## src/rtl/assoc_set.sv

```systemverilog
// N-way set-associative cache set with true-LRU ages and victim selection.
// One op per cycle; response registered and flagged by a one-cycle ack.

module assoc_set_way #(
  parameter int TAG_W  = 5,
  parameter int DATA_W = 16,
  parameter int WORD_W = 2,
  parameter int WAY_W  = 2,
  parameter int IDX    = 0
) (
  input  logic              clk,
  input  logic              rst,
  input  logic              fill,
  input  logic              store,
  input  logic              touch_en,
  input  logic              touched,
  input  logic [WAY_W-1:0]  touch_age,
  input  logic [WORD_W-1:0] word,
  input  logic [TAG_W-1:0]  tag,
  input  logic [DATA_W-1:0] data_in,
  input  logic              valid_in,
  output logic [TAG_W-1:0]  tag_q,
  output logic              valid_q,
  output logic              dirty_q,
  output logic [DATA_W-1:0] word_q,
  output logic [WAY_W-1:0]  age_q,
  output logic              match
);
  logic [(1<<WORD_W)-1:0][DATA_W-1:0] mem;

  always_ff @(posedge clk) begin
    if (rst) begin
      tag_q   <= '0;
      valid_q <= 1'b0;
      dirty_q <= 1'b0;
      age_q   <= WAY_W'(IDX);
    end else begin
      if (fill) begin
        tag_q   <= tag;
        valid_q <= valid_in;
        dirty_q <= 1'b0;
      end else if (store) begin
        dirty_q <= 1'b1;
      end
      // Ages younger than the touched way slide back by one; keeps a permutation.
      if (touch_en) begin
        if (touched)                age_q <= '0;
        else if (age_q < touch_age) age_q <= age_q + 1'b1;
      end
    end
  end

  // Line data is not reset.
  always_ff @(posedge clk) begin
    if (!rst && (fill || store)) mem[word] <= data_in;
  end

  assign word_q = mem[word];
  assign match  = valid_q && (tag_q == tag);
endmodule

module assoc_set #(
  parameter int  WAYS   = 4,
  parameter int  TAG_W  = 5,
  parameter int  DATA_W = 16,
  parameter int  WORD_W = 2,
  localparam int WAY_W  = $clog2(WAYS)
) (
  input  logic              clk,
  input  logic              rst,
  input  logic              enable,
  input  logic              cmp,
  input  logic              write,
  input  logic [WORD_W-1:0] word,
  input  logic [WAY_W-1:0]  way_in,
  input  logic [TAG_W-1:0]  tag,
  input  logic [DATA_W-1:0] data_in,
  input  logic              valid_in,
  output logic              hit,
  output logic              dirty,
  output logic              valid,
  output logic [TAG_W-1:0]  tag_out,
  output logic [DATA_W-1:0] data_out,
  output logic [WAY_W-1:0]  way_out,
  output logic              ack
);
  localparam int STAGES = 1;

  logic [WAYS-1:0][TAG_W-1:0]  tag_q;
  logic [WAYS-1:0][DATA_W-1:0] word_q;
  logic [WAYS-1:0][WAY_W-1:0]  age_q;
  logic [WAYS-1:0]             valid_q, dirty_q, match;
  logic [STAGES-1:0]           vld_pipe;

  logic             acc, hit_any, has_inv, do_fill, do_store, touch_en;
  logic [WAY_W-1:0] hit_idx, inv_idx, lru_idx, victim, rpt_way, touch_way, touch_age;

  assign acc = enable && !rst;

  always_comb begin
    hit_idx = '0;
    inv_idx = '0;
    lru_idx = '0;
    has_inv = 1'b0;
    // Descending scans so the lowest index wins.
    for (int i = WAYS-1; i >= 0; i--) begin
      if (match[i])                          hit_idx = WAY_W'(i);
      if (!valid_q[i]) begin
        inv_idx = WAY_W'(i);
        has_inv = 1'b1;
      end
      if (age_q[i] == WAY_W'(WAYS-1))        lru_idx = WAY_W'(i);
    end
    hit_any   = |match;
    victim    = has_inv ? inv_idx : lru_idx;
    rpt_way   = cmp ? (hit_any ? hit_idx : victim) : way_in;
    do_fill   = acc && !cmp && write;
    do_store  = acc && cmp && write && hit_any;
    touch_en  = acc && (cmp ? hit_any : write);
    touch_way = cmp ? hit_idx : way_in;
    touch_age = age_q[touch_way];
  end

  for (genvar i = 0; i < WAYS; i++) begin : g_way
    assoc_set_way #(
      .TAG_W(TAG_W), .DATA_W(DATA_W), .WORD_W(WORD_W), .WAY_W(WAY_W), .IDX(i)
    ) u_way (
      .clk      (clk),
      .rst      (rst),
      .fill     (do_fill && (way_in == WAY_W'(i))),
      .store    (do_store && (hit_idx == WAY_W'(i))),
      .touch_en (touch_en),
      .touched  (touch_way == WAY_W'(i)),
      .touch_age(touch_age),
      .word     (word),
      .tag      (tag),
      .data_in  (data_in),
      .valid_in (valid_in),
      .tag_q    (tag_q[i]),
      .valid_q  (valid_q[i]),
      .dirty_q  (dirty_q[i]),
      .word_q   (word_q[i]),
      .age_q    (age_q[i]),
      .match    (match[i])
    );
  end

  // Writes report the line as it stands after the update.
  always_ff @(posedge clk) begin
    if (rst) begin
      vld_pipe <= '0;
      hit      <= 1'b0;
      dirty    <= 1'b0;
      valid    <= 1'b0;
      tag_out  <= '0;
      data_out <= '0;
      way_out  <= '0;
    end else begin
      vld_pipe <= STAGES'(acc);
      if (acc) begin
        hit     <= cmp && hit_any;
        way_out <= rpt_way;
        if (do_fill) begin
          tag_out  <= tag;
          valid    <= valid_in;
          dirty    <= 1'b0;
          data_out <= data_in;
        end else begin
          tag_out  <= tag_q[rpt_way];
          valid    <= valid_q[rpt_way];
          dirty    <= dirty_q[rpt_way] || do_store;
          data_out <= do_store ? data_in : word_q[rpt_way];
        end
      end
    end
  end

  assign ack = vld_pipe[STAGES-1];
endmodule

```

## config.mk

```make
export PLATFORM = sky130hd
export DESIGN_NAME = assoc_set
export DESIGN_NICKNAME = d
export VERILOG_FILES = /design/src/rtl/assoc_set.sv
export SDC_FILE = /design/constraint.sdc
export NUM_CORES = 1
export LEC_CHECK = 0
export BUFFER_PORTS_ARGS = -buffer_cell sky130_fd_sc_hd__buf_2
export CAP_MARGIN = 20
export CELL_PAD_IN_SITES_DETAIL_PLACEMENT = 2
export CELL_PAD_IN_SITES_GLOBAL_PLACEMENT = 2
export CORE_MARGIN = 1
export CORE_UTILIZATION = 30
export CTS_CLUSTER_DIAMETER = 150
export CTS_CLUSTER_SIZE = 14
export DETAILED_ROUTE_END_ITERATION = 10
export PLACE_DENSITY = 0.57
export SYNTH_ARGS = -nofsm -noshare
export SYNTH_HDL_FRONTEND = slang
export SYNTH_SLANG_ARGS = --single-unit
```

## constraint.sdc

```tcl
create_clock -name clk -period 5.1 [get_ports clk]
set_input_delay 0.765 -clock clk [delete_from_list [all_inputs] [get_ports clk]]
set_output_delay 0.765 -clock clk [all_outputs]
set_load 0.01 [all_outputs]
```

==> impl_metrics.yaml, run 1 <==
clock_tree:
  cts_tree: "built"
  cts_root_buffer: "clkbuf_16"
  cts.sinks: 319
  clockBufferDepth: 3
  cts_buffers: 26
  post_cts_buffers: 0
  clk_pin_slew_ns: 0.08
  cts_hold_buf: 0
  cts_htree_levels: 1
  clk_latency_ns: 0.57
  cts.repair.resized: 0
power:
  seqPwrFrac_pct: 56.0
  internal-power_mw: 3.92
  power_leakage_nw: 4.94
  finalPower_mw: 5.09
  pwr-share-clk_pct: 37.3
  swShare_pct: 22.9
  peakVddDrop_mv: 0.287
  power.density_mw_per_mm2: 335
  power_frac_comb_pct: 6.7
  p_sw_mw: 1.17
drt:
  drcViolationCount: 0
  vias: 7658
  drt_wl_total_mm: 38.1
  drtIter0Drc: 438
  postRouteAntennaNets: 0
  dr.pass1.iters: 4
  wire_per_inst_um: 25.5
  viasPerCell: 5.11
die:
  io-pin-count: 58
  start_util_pct: 30.7
  die_w_um: 213
  coreArea_mm2: 0.0435
  row_count: 76
  dieHeight_um: 213
  die_area_mm2: 0.0453
final_layout:
  fillers: 4382
  fin_nets: 931
  multi_input_area_mm2: 0.00419
  area_growth_pct: 13.7
  antennaDiodeCount: 0
  post_layout_nonfiller_instances: 1498
  seq_area_mm2: 0.00895
  drive_gt1_share_pct: 27.3
yosys:
  ys_seq_elements: 319
  syn_inst: 831
  synth-edff-count: 256
  ys_seq_area_share_pct: 67.0
  synth_top_cell_by_area: "edfxtp_1"
  synthDistinctLibCells: 72
  avgSynthCellArea_um2: 16.1
  synthArstFlopShare_pct: 0
  synth_top_area_share_pct: 57.6
  syn_nets: 866
  synthFlopType: "edfxtp_1"
  ys_top_cells_by_area: "edfxtp_1 58%, mux4_2 11%, dfxtp_1 9.4%"
  synth.yosys.warnings: 0
  syn_area_mm2: 0.0133
setup_path:
  critical_path_class: "primary input to flip-flop"
  critPathLaunch: "tag[3]"
  worst_ep_arrival_time_ns: 3.65
  crit_path_max_fanout: 9
  cp-start-kind: "primary input"
  timing.rr.end: "data_out[13]$_SDFFE_PP0P_"
  r2r_start: "g_way[2].u_way.age_q[1]$_SDFFE_PP1P_"
  reg2reg_depth: 10
  rrSetupSlack_ns: 1.92
  cp.required_ns: 5.56
  endpoint_kind: "flip-flop"
timing:
  tightest_slew_ns: 1.02
  setup_ws_ns: 1.91
  fin_setup_tns_ns: 0
  holdWs_ns: 0.481
  setup_viol: 0
  final-max-slew-violation-count: 0
  max_freq_ghz: 0.314
  skew_ns: 0.0130
  hold_violations: 0
  grt_setup_unrepaired: "no"
  period_needed_ns: 3.19
  final.period_utilization_pct: 62.5
  slew_headroom_pct: 32.3
placement:
  io_buffers: 57
  globalplace.congestion: 0.774
  place_inst: 1453
  hpwl_mm: 23.9
  dp_slack_ns: 1.36
worst_hold_path:
  hold_path_class: "primary input to flip-flop"
  min_from: "valid_in"
  whs_endpoint: "g_way[2].u_way.valid_q$_SDFFE_PP0P_"
  min_path_cells: 3
global_routing:
  grt_pass1_vias: 8401
  grt-ovfl-total: 0
  grt_pass1_wl_mm: 56.7
  track_usage_pct: 17.2
  antenna_found_initial: 1
  grt_max_degree: 63
status:
  status: "complete, no violations"
flow_run:
  maxCapViolations: 0
==> registers in the layout, summed over array words and instances, names as in the netlist <==
| register | cells |
|---|---|
| data_out | 16 |
| valid | 1 |
| g_way.u_way.dirty_q | 4 |
| dirty | 1 |
| way_out | 2 |
| g_way.u_way.age_q | 8 |
| g_way.u_way.mem | 256 |
| g_way.u_way.valid_q | 4 |
| g_way.u_way.tag_q | 20 |
| ack | 1 |
| tag_out | 5 |
| hit | 1 |
==> routing by layer <==
metal	share of wire [%]	routed length [um]	global-route usage (%)	vias up
li1	-	-	-	3416
met1	44	16800	22.9	4045
met2	49	18800	29.6	147
met3	4.3	1630	2.34	48
met4	2.3	876	4.27	2
met5	0.029	11	0	-
==> cell usage in the layout (no fill, tap or decap), types with 4 or more instances in the layout <==
master	n
mux4_2	64
o22ai_1	7
mux2_2	32
nor3_1	7
nor2_1	56
a22oi_1	16
nor2b_1	5
a211oi_1	5
nor2_2	15
clkbuf_16	26
nand2_1	49
xor2_1	11
buf_4	33
nor3_2	5
clkbuf_1	17
a211o_1	8
o211ai_1	4
ha_1	4
mux2i_1	28
a311oi_1	17
xnor2_1	8
and3_1	4
a21oi_1	27
edfxtp_1	256
buf_2	55
dfxtp_1	63
nand3_1	11
a31oi_1	7
inv_1	7
o21ai_0	7
==> cells in the mapped netlist (3+ instances only) <==
library cell and number:
nor2_1 68, xor2_1 11, nand2b_1 3, nor3_1 11
o22ai_1 7, o211ai_1 4, buf_4 5, inv_1 7
xnor2_1 8, nor2b_1 5, edfxtp_1 256, a22oi_1 16
mux2i_1 28, buf_2 11, clkbuf_1 32, a21oi_1 27
nand3_1 11, mux4_2 64, nor2_2 3, a311oi_1 17
a21o_1 3, dfxtp_1 63, and3_1 4, ha_1 4
nand2_1 49, o21ai_0 7, a32oi_1 3, mux2_2 32
a211oi_1 5, o31ai_1 3, a31oi_1 7, a211o_1 8
o21ai_1 3
==> cells by family after synthesis <==
logic type | count (synthesis) | synth area share, %
adders and majority gates | 5 | 0.450
buffers and inverters | 59 | 2.02
AOI/OAI and AO/OA | 135 | 7.57
and+or+nand+nor | 168 | 5.88
muxes | 125 | 15.7
xor gates and xnor gates | 20 | 1.37
DFF | 319 | 67.0
==> worst max path at each step <==
stage / endpoint / slack (ns) / depth (start not counted)
floorplan: g_way[1].u_way.mem[0]$_DFFE_PP_ / 1.26 / 9
global placement: g_way[2].u_way.mem[63]$_DFFE_PP_ / 1.31 / 10
detailed placement: g_way[2].u_way.mem[49]$_DFFE_PP_ / 1.36 / 10
CTS: tag_out[2]$_SDFFE_PP0P_ / 1.93 / 11
global route: tag_out[1]$_SDFFE_PP0P_ / 1.70 / 11
finish: data_out[6]$_SDFFE_PP0P_ / 1.91 / 10
==> power groups by stage <==
stage	Combinational [mW]	Sequential, mW	Clock (mW)
2_1_floorplan	0.207	2.91	0
3_3_place_gp	0.343	2.91	0
3_5_place_dp	0.349	2.91	0
4_1_cts	0.350	2.85	1.98
5_1_grt	0.371	2.85	2.06
6_report	0.342	2.85	1.90
==> cell type report <==
type | count | share of cell area [%]
Sequential cell | 319 | 59.0
Tap cell | 585 | 4.82
Inverter | 8 | 0.198
Clock buffer | 43 | 4.71
Timing Repair Buffer | 88 | 3.45
Clock inverter | 2 | 0.231
Multi-Input combinational cell | 453 | 27.6
==> worst max-delay path: stages <==
cell,delay [ns]
buf_2,0.18
xor2_1,0.20
nor4_2,0.45
nand3_1,0.25
nand3_1,0.26
o21ai_0,0.35
nor2_2,0.46
buf_4,0.30
a22oi_1,0.11
a311oi_1,0.31
==> through the flow <==
step                      cell area, um2  utilization [%]
after detailed placement           14400             33.2
after CTS                          15200             34.9
final                              15200             34.9
after global placement             14400             33.2
after global routing               15200             34.9
after floorplan                    13300                -
Power figures use the tool's default switching activity.
==> run 2, diff against run 1 <==
Clock period 5.1 ns to 3.2 ns, I/O delays scaled along.
==> impl_metrics.yaml, run 2 (synthesized netlist as in run 1, its figures left out) <==
flow_run:
  maxCapViolations: 0
drt:
  wire_per_inst_um: 24.4
  drt_wl_total_mm: 37.7
  dr.pass1.iters: 5
  drcViolationCount: 0
  postRouteAntennaNets: 0
  drtIter0Drc: 456
  vias: 7792
  viasPerCell: 5.05
placement:
  globalplace.congestion: 0.782
  io_buffers: 57
  dpl_cell_area_mm2: 0.0149
  dp_slack_ns: -0.0379
  hpwl_mm: 25.2
clock_tree:
  cts.repair.resized: 0
  post_cts_buffers: 0
  cts_buffers: 26
  cts_tree: "built"
  clk_latency_ns: 0.57
  clockBufferDepth: 3
  cts.sinks: 319
  cts_hold_buf: 0
  clk_pin_slew_ns: 0.07
  cts_htree_levels: 1
  cts_root_buffer: "clkbuf_16"
final_layout:
  final_cell_area_mm2: 0.0157
  final_common_cell: "edfxtp_1"
  largest_register_ffs: 256
  reg_top3: "g_way.u_way.mem x256, g_way.u_way.tag_q x20, data_out x16"
  area_growth_pct: 17.5
  antennaDiodeCount: 0
  drive_gt1_share_pct: 30.5
  regMostFlops: "g_way.u_way.mem"
  fin_nets: 974
  mostFrequentLayoutCells: "256 x edfxtp_1, 64 x mux4_2, 63 x dfxtp_1, 63 x buf_4, 56 x nor2_1"
  fillers: 4349
timing:
  max_freq_ghz: 0.340
  holdWs_ns: 0.207
  final-max-slew-violation-count: 0
  grt_setup_unrepaired: "no"
  setup_ws_ns: 0.261
  hold_violations: 0
  period_needed_ns: 2.94
  slew_headroom_pct: 28.1
  skew_ns: 0.0186
  setup_viol: 0
  tightest_slew_ns: 1.08
  final.period_utilization_pct: 91.8
die:
  die_w_um: 213
  die_area_mm2: 0.0453
  start_util_pct: 30.7
  row_count: 76
  dieHeight_um: 213
  coreArea_mm2: 0.0435
  io-pin-count: 58
global_routing:
  track_usage_pct: 17.3
  grt_max_degree: 63
  grt_pass1_vias: 8717
  antenna_found_initial: 0
  grt_pass1_wl_mm: 57.5
  grt-ovfl-total: 0
setup_path:
  crit_family: "simple AND/OR/NAND/NOR gates"
  path_buf_inv: 2
  cpPeakStageDelay_ns: 0.77
  worst_ep_arrival_time_ns: 3.12
  rrSetupSlack_ns: 0.26
  crit_path_max_fanout: 16
  cp-start-kind: "flip-flop"
  critPathLaunch: "g_way[1].u_way.tag_q[3]$_SDFFE_PP0P_"
  r2r_start: "g_way[1].u_way.tag_q[3]$_SDFFE_PP0P_"
  cp.required_ns: 3.38
  endpoint_kind: "flip-flop"
  cpMostUsedCell: "buf_4"
  critPathCapture: "g_way[2].u_way.mem[7]$_DFFE_PP_"
  cp_num_cells: 8
  cp_slowest_cell: "nor3_4"
  timing.rr.end: "g_way[2].u_way.mem[7]$_DFFE_PP_"
  critical_path_class: "flip-flop to flip-flop"
  crit_chain: "xor2_1 -> nor4_2 -> buf_4 -> and3_1 -> nor2_1 -> a31oi_1 -> buf_4 -> nor3_4"
  reg2reg_depth: 8
worst_hold_path:
  hold_path_class: "primary input to flip-flop"
  min_path_cells: 3
power:
  power_leakage_nw: 5.22
  peakVddDrop_mv: 0.351
  power.density_mw_per_mm2: 520
status:
  status: "complete, no violations"
-- run 2: how the worst min path moves through the flow --
stage	start	to	slack, ns
after detailed placement	g_way[3].u_way.tag_q[2]$_SDFFE_PP0P_	g_way[3].u_way.tag_q[2]$_SDFFE_PP0P_	0.48
after global placement	g_way[3].u_way.tag_q[2]$_SDFFE_PP0P_	g_way[3].u_way.tag_q[2]$_SDFFE_PP0P_	0.48
after CTS	valid_in	g_way[3].u_way.valid_q$_SDFFE_PP0P_	0.18
final	valid_in	g_way[3].u_way.valid_q$_SDFFE_PP0P_	0.21
after floorplan	g_way[3].u_way.tag_q[4]$_SDFFE_PP0P_	g_way[3].u_way.tag_q[4]$_SDFFE_PP0P_	0.46
after global routing	valid_in	g_way[3].u_way.valid_q$_SDFFE_PP0P_	0.19
-- run 2: layout make-up --
cell class	count	area, um2	area share (%)
clock inverter	2	35.0	0.223
inverter	8	30.0	0.191
sequential	319	8950	57.0
multi-input combinational	453	4220	26.9
timing repair buffer	131	1010	6.43
tap	585	732	4.66
clock buffer	45	722	4.60
-- run 2: where the power goes --
group | total (mW) | internal (mW) | switching, mW
sequential | 4.54 | 4.51 | 0.0282
combinational | 0.594 | 0.245 | 0.349
clock | 3.03 | 1.54 | 1.49
-- run 2: worst reg2reg max path, stage by stage (launching register included) --
cell and delay, ns:
dfxtp_1 0.38, xor2_1 0.27, nor4_2 0.09, buf_4 0.15, and3_1 0.25, nor2_1 0.31, a31oi_1 0.15, buf_4 0.19
nor3_4 0.77
-- run 2: metal layers --
metal  global-route usage [%]  vias to the layer above  part of all wire (%)
met1                     22.7                     4146                    44
met5                        0                        -                     0
li1                         -                     3507                     -
met4                     3.45                        0                   1.8
met2                     30.6                      103                    51
met3                     1.87                       36                   3.1
-- run 2: per-stage QoR --
stage	power, mW	util (%)	setup TNS, ns	cells
floorplan	4.96	-	0	831
global placement	5.23	34.4	-1.49	1496
detailed placement	5.24	34.4	-0.728	1496
CTS	8.29	36.1	0	1543
global route	8.46	36.1	0	1543
finish	8.16	36.1	0	1543
==> run 3, diff against run 2 <==
==> constraint.sdc (replaced) <==
create_clock -name clk -period 3.6 [get_ports clk]
set_input_delay 0.54 -clock clk [delete_from_list [all_inputs] [get_ports clk]]
set_output_delay 0.54 -clock clk [all_outputs]
set_load 0.005 [all_outputs]
==> impl_metrics.yaml, run 3 (synthesized netlist as in run 1, its figures left out) <==
status:
  status: "complete, no violations"
clock_tree:
  clk_latency_ns: 0.57
  cts_root_buffer: "clkbuf_16"
  post_cts_buffers: 0
  clockBufferDepth: 3
  cts_buffers: 26
  cts_tree: "built"
  cts.repair.resized: 0
  clk_pin_slew_ns: 0.08
  cts_hold_buf: 0
  cts_htree_levels: 1
  cts.sinks: 319
final_layout:
  antennaDiodeCount: 0
  fin_util_pct: 35.5
  post_layout_nonfiller_instances: 1526
  area_growth_pct: 15.4
  drive_gt1_share_pct: 29.3
  fillers: 4391
  final_common_cell: "edfxtp_1"
  largest_register_ffs: 256
  final_cell_area_mm2: 0.0154
  reg_top3: "g_way.u_way.mem x256, g_way.u_way.tag_q x20, data_out x16"
  fin_nets: 958
  regMostFlops: "g_way.u_way.mem"
  mostFrequentLayoutCells: "256 x edfxtp_1, 64 x mux4_2, 63 x dfxtp_1, 58 x buf_4, 56 x nor2_1"
power:
  power_frac_comb_pct: 6.7
  seqPwrFrac_pct: 55.7
  p_sw_mw: 1.66
  internal-power_mw: 5.57
  power.density_mw_per_mm2: 469
  finalPower_mw: 7.23
  pwr-share-clk_pct: 37.5
  swShare_pct: 23.0
  peakVddDrop_mv: 0.439
  power_leakage_nw: 5.09
timing:
  final.period_utilization_pct: 84.6
  setup_ws_ns: 0.556
  period_needed_ns: 3.04
  setup_viol: 0
  tightest_slew_ns: 1.02
  slew_headroom_pct: 31.7
  max_freq_ghz: 0.328
  hold_violations: 0
  skew_ns: 0.0150
  grt_setup_unrepaired: "no"
  holdWs_ns: 0.257
  final-max-slew-violation-count: 0
  fin_setup_tns_ns: 0
die:
  dieHeight_um: 213
  row_count: 76
  die_w_um: 213
  die_area_mm2: 0.0453
  io-pin-count: 58
  start_util_pct: 30.7
  coreArea_mm2: 0.0435
drt:
  drtIter0Drc: 396
  viasPerCell: 5.05
  wire_per_inst_um: 24.6
  vias: 7700
  dr.pass1.iters: 4
  postRouteAntennaNets: 0
  drcViolationCount: 0
  drt_wl_total_mm: 37.5
setup_path:
  cp-start-kind: "flip-flop"
  worst_ep_arrival_time_ns: 3.50
  cp.required_ns: 4.05
  crit_path_max_fanout: 16
  endpoint_kind: "flip-flop"
  critical_path_class: "flip-flop to flip-flop"
flow_run:
  maxCapViolations: 0
global_routing:
  antenna_found_initial: 1
  track_usage_pct: 17.1
  grt_max_degree: 63
  grt-ovfl-total: 0
  grt_pass1_wl_mm: 56.5
  grt_pass1_vias: 8510
worst_hold_path:
  hold_path_class: "primary input to flip-flop"
placement:
  globalplace.congestion: 0.742
  place_inst: 1480
  dpl_cell_area_mm2: 0.0147
  hpwl_mm: 25.1
  dp_slack_ns: 0.243
  io_buffers: 57
## run 3: cell count changes in the layout (fill, tap and decap cells not counted)
| cell | change |
|---|---|
| buf_12 | -11 |
| buf_4 | -5 |
| nor3_2 | +3 |
| nor3_4 | -3 |
| clkbuf_1 | -1 |
## run 3: area by class of cell
class | instances | area [um2] | area share [%]
Sequential cell | 319 | 8950 | 58.1
Multi-Input combinational cell | 453 | 4200 | 27.2
Timing Repair Buffer | 115 | 751 | 4.87
Tap cell | 585 | 732 | 4.75
Clock buffer | 44 | 718 | 4.66
Clock inverter | 2 | 35.0 | 0.227
Inverter | 8 | 30.0 | 0.195
## run 3: power by group through the flow
stage | clock network (mW) | logic (mW) | registers, mW
global route | 2.92 | 0.535 | 4.03
detailed placement | 0 | 0.502 | 4.11
CTS | 2.81 | 0.503 | 4.03
finish | 2.71 | 0.487 | 4.03
floorplan | 0 | 0.294 | 4.11
global placement | 0 | 0.495 | 4.11
## run 3: path summary, 6_finish.rpt
path / to / startpoint / cells past startpoint / slack (ns)
max: data_out[7]$_SDFFE_PP0P_ / g_way[2].u_way.age_q[1]$_SDFFE_PP1P_ / 9 / 0.56
min reg2reg: g_way[3].u_way.tag_q[4]$_SDFFE_PP0P_ / g_way[3].u_way.tag_q[4]$_SDFFE_PP0P_ / 2 / 0.49
min: g_way[3].u_way.valid_q$_SDFFE_PP0P_ / valid_in / 3 / 0.26
max reg2reg: data_out[7]$_SDFFE_PP0P_ / g_way[2].u_way.age_q[1]$_SDFFE_PP1P_ / 9 / 0.56
## run 3: worst max-delay path, stage by stage, from the launching register on
cell and delay (ns):
dfxtp_1 0.50, ha_1 0.27, nor2_1 0.06, o311ai_0 0.41
a311oi_1 0.19, nor2_1 0.12, nor2_1 0.11, nor2_2 0.81
nand2_1 0.10, a311oi_1 0.35
## run 3: layer usage
metal	part of all wire [%]	GRT usage, %
met1	45	22.5
met2	51	30.0
met3	2.6	2.16
met4	1.7	3.37
met5	0.035	0
